===== src/rtl/cpmg_pulse_train_gen.sv =====
// -----------------------------------------------------------------------------
// cpmg_pulse_train_gen
//
// Purpose:
//   Generates a repeating CPMG pulse train on the PLL clock. Each period starts
//   with one P1 pulse, followed by npulses refocusing P2 pulses. It also drives
//   a scope sync, a receiver inhibit, a one-cycle record trigger and an
//   attenuator word.
//   Host configuration is written into a pending set by cfg_load. The pending
//   set moves into the active (shadow) set only at the last cycle of a period,
//   or while idle. A host write therefore never disturbs a running sequence.
//
// Optional feature (compile-time macro OFFRES_EN):
//   This macro adds the input offres_delay and the output offres_on.
//   offres_on is high for c in [offres_delay, offres_delay+p1width), clipped at
//   the period end. offres_delay is shadowed like every other field.
//
// Ports:
//   clk_pll       PLL clock; all logic runs on its rising edge
//   resetn        asynchronous, active-low reset
//   enable        run request; sampled at period boundaries and in idle
//   cfg_load      one-cycle strobe: capture all cfg inputs into the pending set
//   period        cycles per repetition (0 keeps the block idle)
//   p1width       P1 width
//   p2width       P2 width
//   delay         tau: from the end of P1 to the start of the first P2
//   npulses       number of P2 pulses (0 = P1 only)
//   sync_up       cycle index where sync_on rises
//   att_down      cycle index where att switches from pp_probe to post_att
//   pp_probe      attenuator word for c < att_down
//   post_att      attenuator word for c >= att_down
//   pulse_on      switch drive (P1 or any P2)
//   sync_on       scope/digitiser sync
//   inhib         receiver inhibit, high until the last pulse ends
//   record_start  one-cycle record trigger at the last-pulse end
//   att           attenuator word (ATT_RST when idle)
//   pulse_idx     index of the current or last started pulse (0 = P1)
//   overrun       sticky flag: a sequence did not fit in its period
// -----------------------------------------------------------------------------
module cpmg_pulse_train_gen #(
    parameter int               CNT_W   = 32,
    parameter int               NP_W    = 8,
    parameter int               ATT_W   = 7,
    parameter logic [ATT_W-1:0] ATT_RST = 7'b1111111
) (
    input  logic              clk_pll,
    input  logic              resetn,
    input  logic              enable,
    input  logic              cfg_load,
    input  logic [CNT_W-1:0]  period,
    input  logic [CNT_W-1:0]  p1width,
    input  logic [CNT_W-1:0]  p2width,
    input  logic [CNT_W-1:0]  delay,
    input  logic [NP_W-1:0]   npulses,
    input  logic [CNT_W-1:0]  sync_up,
    input  logic [CNT_W-1:0]  att_down,
    input  logic [ATT_W-1:0]  pp_probe,
    input  logic [ATT_W-1:0]  post_att,
    output logic              pulse_on,
    output logic              sync_on,
    output logic              inhib,
    output logic              record_start,
    output logic [ATT_W-1:0]  att,
    output logic [NP_W-1:0]   pulse_idx,
    output logic              overrun
`ifdef OFFRES_EN
    ,
    input  logic [CNT_W-1:0]  offres_delay,
    output logic              offres_on
`endif
);

    // Time arithmetic is done at this width. The worst-case end time is
    // p1 + d + (N-1)*(2d+p2) + p2. That sum is below 2^(CNT_W+NP_W+2), so
    // the computation never wraps.
    localparam int EW = CNT_W + NP_W + 3;

    typedef enum logic [2:0] {
        S_IDLE = 3'd0,
        S_P1   = 3'd1,
        S_GAP  = 3'd2,
        S_P2   = 3'd3,
        S_TAIL = 3'd4
    } state_t;

    // One configuration set. s1, sp and e_end are derived from the raw fields
    // when the set is captured. This keeps the multiply off the per-cycle path.
    typedef struct packed {
        logic [CNT_W-1:0] period;
        logic [CNT_W-1:0] p1w;
        logic [CNT_W-1:0] p2w;
        logic [CNT_W-1:0] sync_up;
        logic [CNT_W-1:0] att_down;
`ifdef OFFRES_EN
        logic [CNT_W-1:0] offres_dly;
`endif
        logic [NP_W-1:0]  np;
        logic [ATT_W-1:0] pp_probe;
        logic [ATT_W-1:0] post_att;
        logic [EW-1:0]    s1;      // start of the first P2
        logic [EW-1:0]    sp;      // start-to-start spacing of P2 pulses
        logic [EW-1:0]    e_end;   // end of the last pulse
    } cfg_t;

    function automatic logic [EW-1:0] widen(input logic [CNT_W-1:0] v);
        return {{(EW-CNT_W){1'b0}}, v};
    endfunction

    function automatic logic [EW-1:0] widen_np(input logic [NP_W-1:0] v);
        return {{(EW-NP_W){1'b0}}, v};
    endfunction

    // ---------------------------------------------------------------------
    // Signals
    // ---------------------------------------------------------------------
    cfg_t             cfg_in;
    cfg_t             pend_q;
    cfg_t             sh_q;
    cfg_t             sh_d;

    state_t           state_q;
    state_t           state_d;
    logic [CNT_W-1:0] c_q;
    logic [CNT_W-1:0] c_d;
    logic [NP_W-1:0]  k_q;
    logic [NP_W-1:0]  k_d;
    logic [EW-1:0]    nxt_q;
    logic [EW-1:0]    nxt_d;
    logic [EW-1:0]    last_q;
    logic [EW-1:0]    last_d;

    logic             at_end;
    logic             xfer;
    logic             run;
    logic             restart;
    logic [EW-1:0]    cw;
    logic [NP_W-1:0]  k_in;
    logic [EW-1:0]    nxt_in;
    logic [EW-1:0]    last_in;

    logic             pulse_on_q;
    logic             pulse_on_d;
    logic             sync_q;
    logic             sync_d;
    logic             inhib_q;
    logic             inhib_d;
    logic             rec_q;
    logic             rec_d;
    logic [ATT_W-1:0] att_q;
    logic [ATT_W-1:0] att_d;
    logic [NP_W-1:0]  idx_q;
    logic [NP_W-1:0]  idx_d;
    logic             ovr_q;
    logic             ovr_d;
`ifdef OFFRES_EN
    logic             offres_q;
    logic             offres_d;
`endif

    // ---------------------------------------------------------------------
    // Capture path: build a complete configuration set from the host inputs
    // ---------------------------------------------------------------------
    always_comb begin
        cfg_in          = '0;
        cfg_in.period   = period;
        cfg_in.p1w      = p1width;
        cfg_in.p2w      = p2width;
        cfg_in.sync_up  = sync_up;
        cfg_in.att_down = att_down;
`ifdef OFFRES_EN
        cfg_in.offres_dly = offres_delay;
`endif
        cfg_in.np       = npulses;
        cfg_in.pp_probe = pp_probe;
        cfg_in.post_att = post_att;
        cfg_in.s1       = widen(p1width) + widen(delay);
        cfg_in.sp       = (widen(delay) << 1) + widen(p2width);
        if (npulses == '0) begin
            cfg_in.e_end = widen(p1width);
        end else begin
            cfg_in.e_end = cfg_in.s1
                         + widen_np(npulses - NP_W'(1)) * cfg_in.sp
                         + widen(p2width);
        end
    end

    // ---------------------------------------------------------------------
    // State register process. It holds the counter, the pulse tracker, the
    // configuration sets and every registered output.
    // ---------------------------------------------------------------------
    always_ff @(posedge clk_pll or negedge resetn) begin
        if (!resetn) begin
            pend_q     <= '0;
            sh_q       <= '0;
            state_q    <= S_IDLE;
            c_q        <= '0;
            k_q        <= '0;
            nxt_q      <= '0;
            last_q     <= '0;
            pulse_on_q <= 1'b0;
            sync_q     <= 1'b0;
            inhib_q    <= 1'b0;
            rec_q      <= 1'b0;
            att_q      <= ATT_RST;
            idx_q      <= '0;
            ovr_q      <= 1'b0;
`ifdef OFFRES_EN
            offres_q   <= 1'b0;
`endif
        end else begin
            if (cfg_load) begin
                pend_q <= cfg_in;
            end
            sh_q       <= sh_d;
            state_q    <= state_d;
            c_q        <= c_d;
            k_q        <= k_d;
            nxt_q      <= nxt_d;
            last_q     <= last_d;
            pulse_on_q <= pulse_on_d;
            sync_q     <= sync_d;
            inhib_q    <= inhib_d;
            rec_q      <= rec_d;
            att_q      <= att_d;
            idx_q      <= idx_d;
            ovr_q      <= ovr_d;
`ifdef OFFRES_EN
            offres_q   <= offres_d;
`endif
        end
    end

    // ---------------------------------------------------------------------
    // Next-state process.
    // The outputs are registered, so this block works on the *next* cycle
    // index c_d and the next shadow set sh_d. The registers then show the
    // values for index c during the cycle whose index is c.
    // ---------------------------------------------------------------------
    always_comb begin
        at_end  = (c_q == sh_q.period - CNT_W'(1));
        xfer    = (state_q == S_IDLE) || at_end;
        sh_d    = xfer ? pend_q : sh_q;

        run     = 1'b0;
        restart = 1'b0;
        c_d     = '0;
        if (xfer) begin
            if (enable && (sh_d.period != '0)) begin
                run     = 1'b1;
                restart = 1'b1;
            end
        end else begin
            run = 1'b1;
            c_d = c_q + CNT_W'(1);
        end
        cw = widen(c_d);

        // Pulse tracker. nxt holds the start of the next P2 that has not yet
        // started. last holds the start of the most recent P2. Pulses never
        // overlap, so only the most recent one can be high. A zero spacing
        // means every P2 starts at the same instant, so the index jumps
        // straight to N.
        k_in    = restart ? '0       : k_q;
        nxt_in  = restart ? sh_d.s1  : nxt_q;
        last_in = restart ? '0       : last_q;
        k_d     = k_in;
        nxt_d   = nxt_in;
        last_d  = last_in;
        if (run && (k_in < sh_d.np) && (nxt_in <= cw)) begin
            last_d = nxt_in;
            nxt_d  = nxt_in + sh_d.sp;
            k_d    = (sh_d.sp == '0) ? sh_d.np : k_in + NP_W'(1);
        end
        if (!run) begin
            k_d    = '0;
            nxt_d  = '0;
            last_d = '0;
        end

        // A zero-width P2 never reaches S_P2. The sequence stays in GAP while
        // pulse_idx still advances.
        if (!run) begin
            state_d = S_IDLE;
        end else if (cw < widen(sh_d.p1w)) begin
            state_d = S_P1;
        end else if ((k_d != '0) && (cw < last_d + widen(sh_d.p2w))) begin
            state_d = S_P2;
        end else if (cw < sh_d.e_end) begin
            state_d = S_GAP;
        end else begin
            state_d = S_TAIL;
        end
    end

    // ---------------------------------------------------------------------
    // Output process: decode the next-cycle values of the registered outputs
    // ---------------------------------------------------------------------
    always_comb begin
        pulse_on_d = (state_d == S_P1) || (state_d == S_P2);
        inhib_d    = (state_d == S_P1) || (state_d == S_GAP) || (state_d == S_P2);
        // When e >= period the counter never reaches e, so no trigger fires.
        rec_d      = run && (cw == sh_d.e_end);
        sync_d     = run && (c_d >= sh_d.sync_up);
        if (!run) begin
            att_d = ATT_RST;
        end else if (c_d < sh_d.att_down) begin
            att_d = sh_d.pp_probe;
        end else begin
            att_d = sh_d.post_att;
        end
        idx_d      = run ? k_d : '0;
        // Overrun is judged once, when a period starts with its final settings.
        ovr_d      = ovr_q | (restart && (sh_d.e_end >= widen(sh_d.period)));
`ifdef OFFRES_EN
        offres_d   = run && (cw >= widen(sh_d.offres_dly))
                         && (cw <  widen(sh_d.offres_dly) + widen(sh_d.p1w));
`endif
    end

    assign pulse_on     = pulse_on_q;
    assign sync_on      = sync_q;
    assign inhib        = inhib_q;
    assign record_start = rec_q;
    assign att          = att_q;
    assign pulse_idx    = idx_q;
    assign overrun      = ovr_q;
`ifdef OFFRES_EN
    assign offres_on    = offres_q;
`endif

endmodule

===== config.mk =====
export PLATFORM = sky130hd
export DESIGN_NAME = cpmg_pulse_train_gen
export DESIGN_NICKNAME = d
export VERILOG_FILES = /design/src/rtl/cpmg_pulse_train_gen.sv
export SDC_FILE = /design/constraint.sdc
export NUM_CORES = 2
export LEC_CHECK = 0
export CAP_MARGIN = 5
export CORE_ASPECT_RATIO = 1.1
export CORE_MARGIN = 2
export CORE_UTILIZATION = 50
export CTS_BUF_LIST = sky130_fd_sc_hd__clkbuf_4 sky130_fd_sc_hd__clkbuf_8
export DETAILED_ROUTE_END_ITERATION = 8
export PLACE_DENSITY = 0.78
export SYNTH_ARGS = -nofsm -noshare
export SYNTH_HDL_FRONTEND = slang
export SYNTH_SLANG_ARGS = --single-unit

===== constraint.sdc =====
create_clock -name clk_pll -period 10.9 [get_ports clk_pll]
set_input_delay 2.18 -clock clk_pll [delete_from_list [all_inputs] [get_ports clk_pll]]
set_output_delay 2.18 -clock clk_pll [all_outputs]
set_load 0.02 [all_outputs]

Word-level counts from Yosys, hierarchy flattened
Cells that the tools add are included.
{"block": "word_totals", "regBits": 771, "in_bits": 218, "word_cells": 98, "output_inout_bits": 20}
{"block": "classes", "n_bitwise": 1, "n_addsub": 10, "eq_ne": 5, "mul": 1, "reduce_logical": 16, "mux": 23, "order_cmp": 8}
{"cell": "two-way mux 311 bit", "count": 1}
{"cell": "two-way mux 43 bit", "count": 7}
{"cell": "adder 43 x 32 -> 43 bit", "count": 2}
{"cell": "< comparator 32 x 43 -> 1 bit", "count": 2}
{"cell": "< comparator 32 bit", "count": 2}
{"cell": "adder 33 x 42 -> 43 bit", "count": 1}
{"cell": "adder 43 bit", "count": 1}
{"cell": "equality test 32 x 43 -> 1 bit", "count": 1}
{"cell": "greater-or-equal comparator 43 x 32 -> 1 bit", "count": 1}
{"cell": "less-or-equal comparator 43 x 32 -> 1 bit", "count": 1}
{"cell": "zero test 43 bit", "count": 1}
{"cell": "multiplier 8 x 34 -> 42 bit", "count": 1}
{"cell": "two-way mux 8 bit", "count": 5}
{"cell": "adder 33 x 32 -> 34 bit", "count": 1}
{"cell": "adder 32 x 32 -> 33 bit", "count": 1}
{"cell": "adder 32 x 1 -> 32 bit (second input constant)", "count": 1}
{"cell": "equality test 32 bit", "count": 1}
{"cell": "greater-or-equal comparator 32 bit", "count": 1}
{"cell": "two-way mux 32 bit", "count": 1}
{"cell": "nonzero test 32 bit", "count": 1}
{"cell": "subtractor 32 x 1 -> 32 bit (second input constant)", "count": 1}
{"cell": "two-way mux 7 bit", "count": 2}
{"cell": "two-way mux 3 bit", "count": 4}
{"cell": "adder 8 x 1 -> 8 bit (second input constant)", "count": 1}
{"cell": "11 further kinds", "count": 23}

Logic depth before layout (Yosys ltp)
{"block": "depth", "word_depth": 23, "depth_mapped": 62, "mapped_depth_nobuf": 52}

Worst setup path after synthesis
No wires, ideal clock.
{"block": "synth_timing", "path_type": "input to register", "start": "input p2width[1]", "end": "register pend_q[42] (netlist name)", "setup_slack_ns": -0.390, "setup_time_ns": 0.141, "path_buffers": 0, "arrival_ns": 11.149, "required_time_ns": 10.759, "stages": 38, "cell_sequence": "ha_1 > fa_1 > a21o_1 > a21oi_1 > o21bai_1 > a21oi_1 > o21bai_1 > a21oi_1 > o211ai_1 > a21oi_1 > o211a_1 > o21ai_0 > o41ai_1 > o21bai_1 > a211o_1 > a2111o_1 > a31oi_1 > xnor2_1 > [2 not listed] > inv_1 > fa_1 > fa_1 > fa_1 > fa_1 > ha_1 > o21ai_0 > a21oi_1 > and3_1 > o211ai_1 > nand3_1 > or4_1 > a31o_2 > a21oi_1 > nor2b_1 > o41ai_1 > xnor2_1 > o22ai_1"}
{"block": "synth_between", "elab_chain_cells": 5}
{"item": "start, declared", "line": "52", "source": "input logic [CNT_W-1:0] p2width,"}
{"item": "adder 33 x 32 -> 34 bit", "line": "177", "source": "cfg_in.sp = (widen(delay) << 1) + widen(p2width);"}
{"item": "multiplier 8 x 34 -> 42 bit", "line": "182", "source": "+ widen_np(npulses - NP_W'(1)) * cfg_in.sp"}
{"item": "adder 33 x 42 -> 43 bit", "line": "182"}
{"item": "adder 43 x 32 -> 43 bit (*)", "line": "183", "source": "+ widen(p2width);"}
{"item": "two-way mux 43 bit (*)", "line": "178", "source": "if (npulses == '0) begin"}
{"item": "end signal, assigned", "line": "212", "source": "pend_q <= cfg_in;"}
{"item": "end, declared", "line": "117", "source": "cfg_t pend_q;"}
Every way passes the cells marked *; elsewhere a longest branch is shown, timed or not.
A chain may end at the register's enable or synchronous reset.

Worst setup path after layout
{"block": "layout_timing", "start": "register sh_q[296] (netlist name)", "end": "register inhib_q (netlist: inhib)"}
{"block": "layout_between", "elab_chain_cells": 23, "word_cells_on_any_way": 39, "cone_classes": "add/sub (3); order compare (5); eq/ne (4); mux (17); reduce/logical (10)"}
{"item": "start, declared", "line": "118", "source": "cfg_t sh_q;"}
{"item": "start signal, assigned", "line": "194", "source": "sh_q <= '0;"}
{"item": "start signal, assigned", "line": "214", "source": "sh_q <= sh_d;"}
{"item": "parallel branches: the longest is 13 deep, another holds less-or-equal comparator 43 x 32 -> 1 bit"}
{"item": "two-way mux 43 bit (*)", "line": "274", "source": "if (!run) begin"}
{"item": "named net last_d[2]", "line": "130", "source": "logic [EW-1:0] last_d;"}
{"item": "adder 43 x 32 -> 43 bit (*)", "line": "286", "source": "end else if ((k_d != '0) && (cw < last_d + widen(sh_d.p2w))) begin"}
{"item": "< comparator 32 x 43 -> 1 bit (*)", "line": "286"}
{"item": "logical AND 1 bit (*)", "line": "286"}
{"item": "two-way mux 3 bit (*)", "line": "286"}
{"item": "two-way mux 3 bit (*)", "line": "284", "source": "end else if (cw < widen(sh_d.p1w)) begin"}
{"item": "two-way mux 3 bit (*)", "line": "282", "source": "if (!run) begin"}
{"item": "equality test 3 x 1 -> 1 bit / equality test 3 x 2 -> 1 bit (equally long branches)", "line": "300", "source": "inhib_d = (state_d == S_P1) || (state_d == S_GAP) || (state_d == S_P2);"}
{"item": "logical OR 1 bit", "line": "300"}
{"item": "logical OR 1 bit (*)", "line": "300"}
{"item": "named net inhib_d", "line": "146", "source": "logic inhib_d;"}
{"item": "end signal, assigned", "line": "222", "source": "inhib_q <= inhib_d;"}
{"item": "end, declared", "line": "145", "source": "logic inhib_q;"}
Mark *: on every way through the listed nets, which the timed path passes.

==> metrics <==
Synth Area in XOR/XNOR 4.09%; adder-cell share of the synthesized area 21.5%; main area contributors after synthesis dfrtp_1 34%, ha_1 11%, fa_1 10%; # DRC 0; Slew Viols, Final 0; Avg Inst Size Synth 9.92 um^2; area of the die between 0.1 and 0.15 mm^2; most frequent cell after synthesis dfrtp_1; compound-gate portion of the synthesized area between 10% and 20%; Mapped Area between 0.05 and 0.06 mm^2; Tot GR Track Use 30.0%; HP Class reg -> reg; RSZ-0062 raised after global routing yes; first-pass GRT wire length around 240000 um; worst hold slack about 460 ps; mux contribution to synthesized area approximately 10%; CTS Buf Count around 110; initial antenna violation count 9; design area a little over 0.06 mm^2; Core ar. 0.100 mm^2; Starting DRT DRC Count 3098; CP peak stage delay roughly 490 ps; clock buffer depth 3; Die X 306 um; outcome completed; Die Y between 300 and 400 um; grt met3 use under 10%; Yosys top cell by area dfrtp_1; initial core utilization between 50% and 60%; fin cells 7114; Cell Rows 122; register area share after synthesis roughly a third; Mapped Cells between 5000 and 6000; wire per inst about 22 um; CP max FO 8; met2 usage between 40% and 50%; clk sinks 700; Slew HR 19.6%; Routed Antenna Nets 0; most used cell, CP buf_4; Worst Setup Slack, final 184 ps; Skew-Pair Late Insertion Delay about 800 ps; share of flip-flops with an asynchronous set or reset 100%; routability cong. about 1; dominant combinational cell family by area after synthesis adder cells; # nets final 6645; DP HPWL roughly 120000 um; final wirelength about 150000 um; final worst path period need 10720 ps; root buffer cell clkbuf_8; Final Cycle Share between 90% and 100%; DP Area roughly 0.057 mm^2; Fmax between 90 and 100 MHz; WS Path Type reg -> reg; Final setup violation count 0; Clock Skew between 60 and 70 ps; Layout area overhead 20.3%; GR peak layer met2; commonest cells in the netlist 693 x dfrtp_1, 532 x inv_1, 465 x nand2_1; drt first pass iters 5; share of cells above drive strength 1 a little under a fifth; largest net degree at the start of global routing ~190; placed cells a little under 7000; Critical Path Start Type flop; Critical Path AT approximately 11000 ps; top cell type's share of synthesized area about a third; Distinct cells, synth 87; worst slew pin tran ~1200 ps; number of global-route vias before repair between 40000 and 50000; CTS tree done; I/O Buffers around 240; #FFs+latches synth 700; Max Cap Violations 0; simple-gate share of the synthesized area roughly 14%; Worst EP required 11460 ps; clock slew at reported path FFs about 60 ps; Post-synth top flop dfrtp_1; Global Route met1 Usage 40.3%; fillers 8271; total number of vias approximately 41000; Top-Level Pins 238; H-Tree Depth 3; Worst Setup End Kind flop; vias per cell between 5 and 6; Slowest cell on crit path or4_1; Mapped Nets roughly 6000; Fin. Hold Viols 0; EDFF count, synth 0; pre-CTS WS -1130 ps; gr ovfl total 0; Synth Warn # 0
[logic make-up (layout without fill, tap and decap cells)]
group	count (synthesis)	count (layout)
AOI/OAI and AO/OA	814	814
other	0	4
muxes	464	464
DFF	700	700
buffers and inverters	707	1448
adders and majority gates	708	708
and+or+nand+nor	1439	1439
xor gates and xnor gates	235	235
[flip-flops by register name, summed over array words and instances, names as in the netlist]
register and cells:
pulse_on 1, state_q 3, record_start 1, overrun 1, inhib 1, pulse_idx 1, sh_q 268, c_q 32
pend_q 291, att 7, k_q 7, last_q 43, nxt_q 43, sync_on 1
[final timing paths]
| kind | startpoint | to | slack (ps) | cells after the start |
|---|---|---|---|---|
| worst max-delay path | sh_q[296] | inhib | 180 | 51 |
| min in group asynchronous | resetn | sh_q[132] | 1420 | 1 |
| worst min register to register | sh_q[141] | sh_q[141] | 460 | 2 |
| max in group asynchronous | resetn | sh_q[204] | 7170 | 3 |
| worst max register to register | sh_q[296] | inhib | 180 | 51 |
| worst min-delay path | sh_q[141] | sh_q[141] | 460 | 2 |
[placed cells by master, fill, tap and decap left out, drive strengths merged, types with 48 or more instances in the layout]
| cell | Yosys | routed |
|---|---|---|
| nor2b | 135 | 135 |
| o21a | 50 | 50 |
| clkdlybuf4s50 | 0 | 231 |
| a21oi | 253 | 253 |
| clkbuf | 148 | 163 |
| mux2 | 259 | 259 |
| nor2 | 332 | 332 |
| xor2 | 93 | 93 |
| fa | 259 | 259 |
| mux2i | 205 | 205 |
| buf | 27 | 479 |
| a21o | 102 | 102 |
| o21ai | 147 | 147 |
| nor3 | 57 | 57 |
| dfrtp | 693 | 693 |
| nand2 | 467 | 467 |
| nand2b | 124 | 124 |
| xnor2 | 142 | 142 |
| a31oi | 50 | 50 |
| nor4 | 48 | 48 |
| ha | 448 | 448 |
| inv | 532 | 533 |
| nand4 | 63 | 63 |
| nand3 | 60 | 60 |
[worst max-delay path: cells and delay by family (launching register included)]
kind	cells	cell delay [ps]
buf+inv	8	1200
compound gates	19	3410
flops	1	400
xor+xnor	1	160
mux	1	230
fa+ha+maj	3	940
simple gates	19	4150
[routing by layer]
layer  vias to the layer above  wire length (um)
met1                     20200             64700
met2                      1507             69500
li1                      18600                 -
met4                         6              7260
met5                         -                41
met3                       343             12700
[stage by stage]
step / setup TNS, ps / util, %
global placement: -11900 / 57.1
global route: -413 / 60.4
CTS: -23.0 / 59.8
finish: 0 / 60.4
detailed placement: -14510 / 57.1
floorplan: 0 / -
[layout make-up]
| cell class | instances | area (um^2) | area share, % |
|---|---|---|---|
| well taps | 1302 | 1630 | 2.69 |
| flip-flops and latches | 700 | 17500 | 29.0 |
| clock inverters | 39 | 398 | 0.658 |
| multi-input cells | 3660 | 30700 | 50.7 |
| repair buffers | 714 | 6130 | 10.1 |
| inverters | 532 | 2000 | 3.30 |
| clock buffers | 163 | 2110 | 3.49 |
| diodes | 4 | 10.0 | 0.0165 |
[what timing repair did]
action	CTS	global route
pin swaps	26	71
buffers inserted	7	24
hold buffers	0	0
gates resized for setup	26	99
endpoints found under the setup margin	7	14
Power is left out: the tool's default activity adds up to more than one toggle a clock period on the data nets, which glitch-free logic cannot reach.
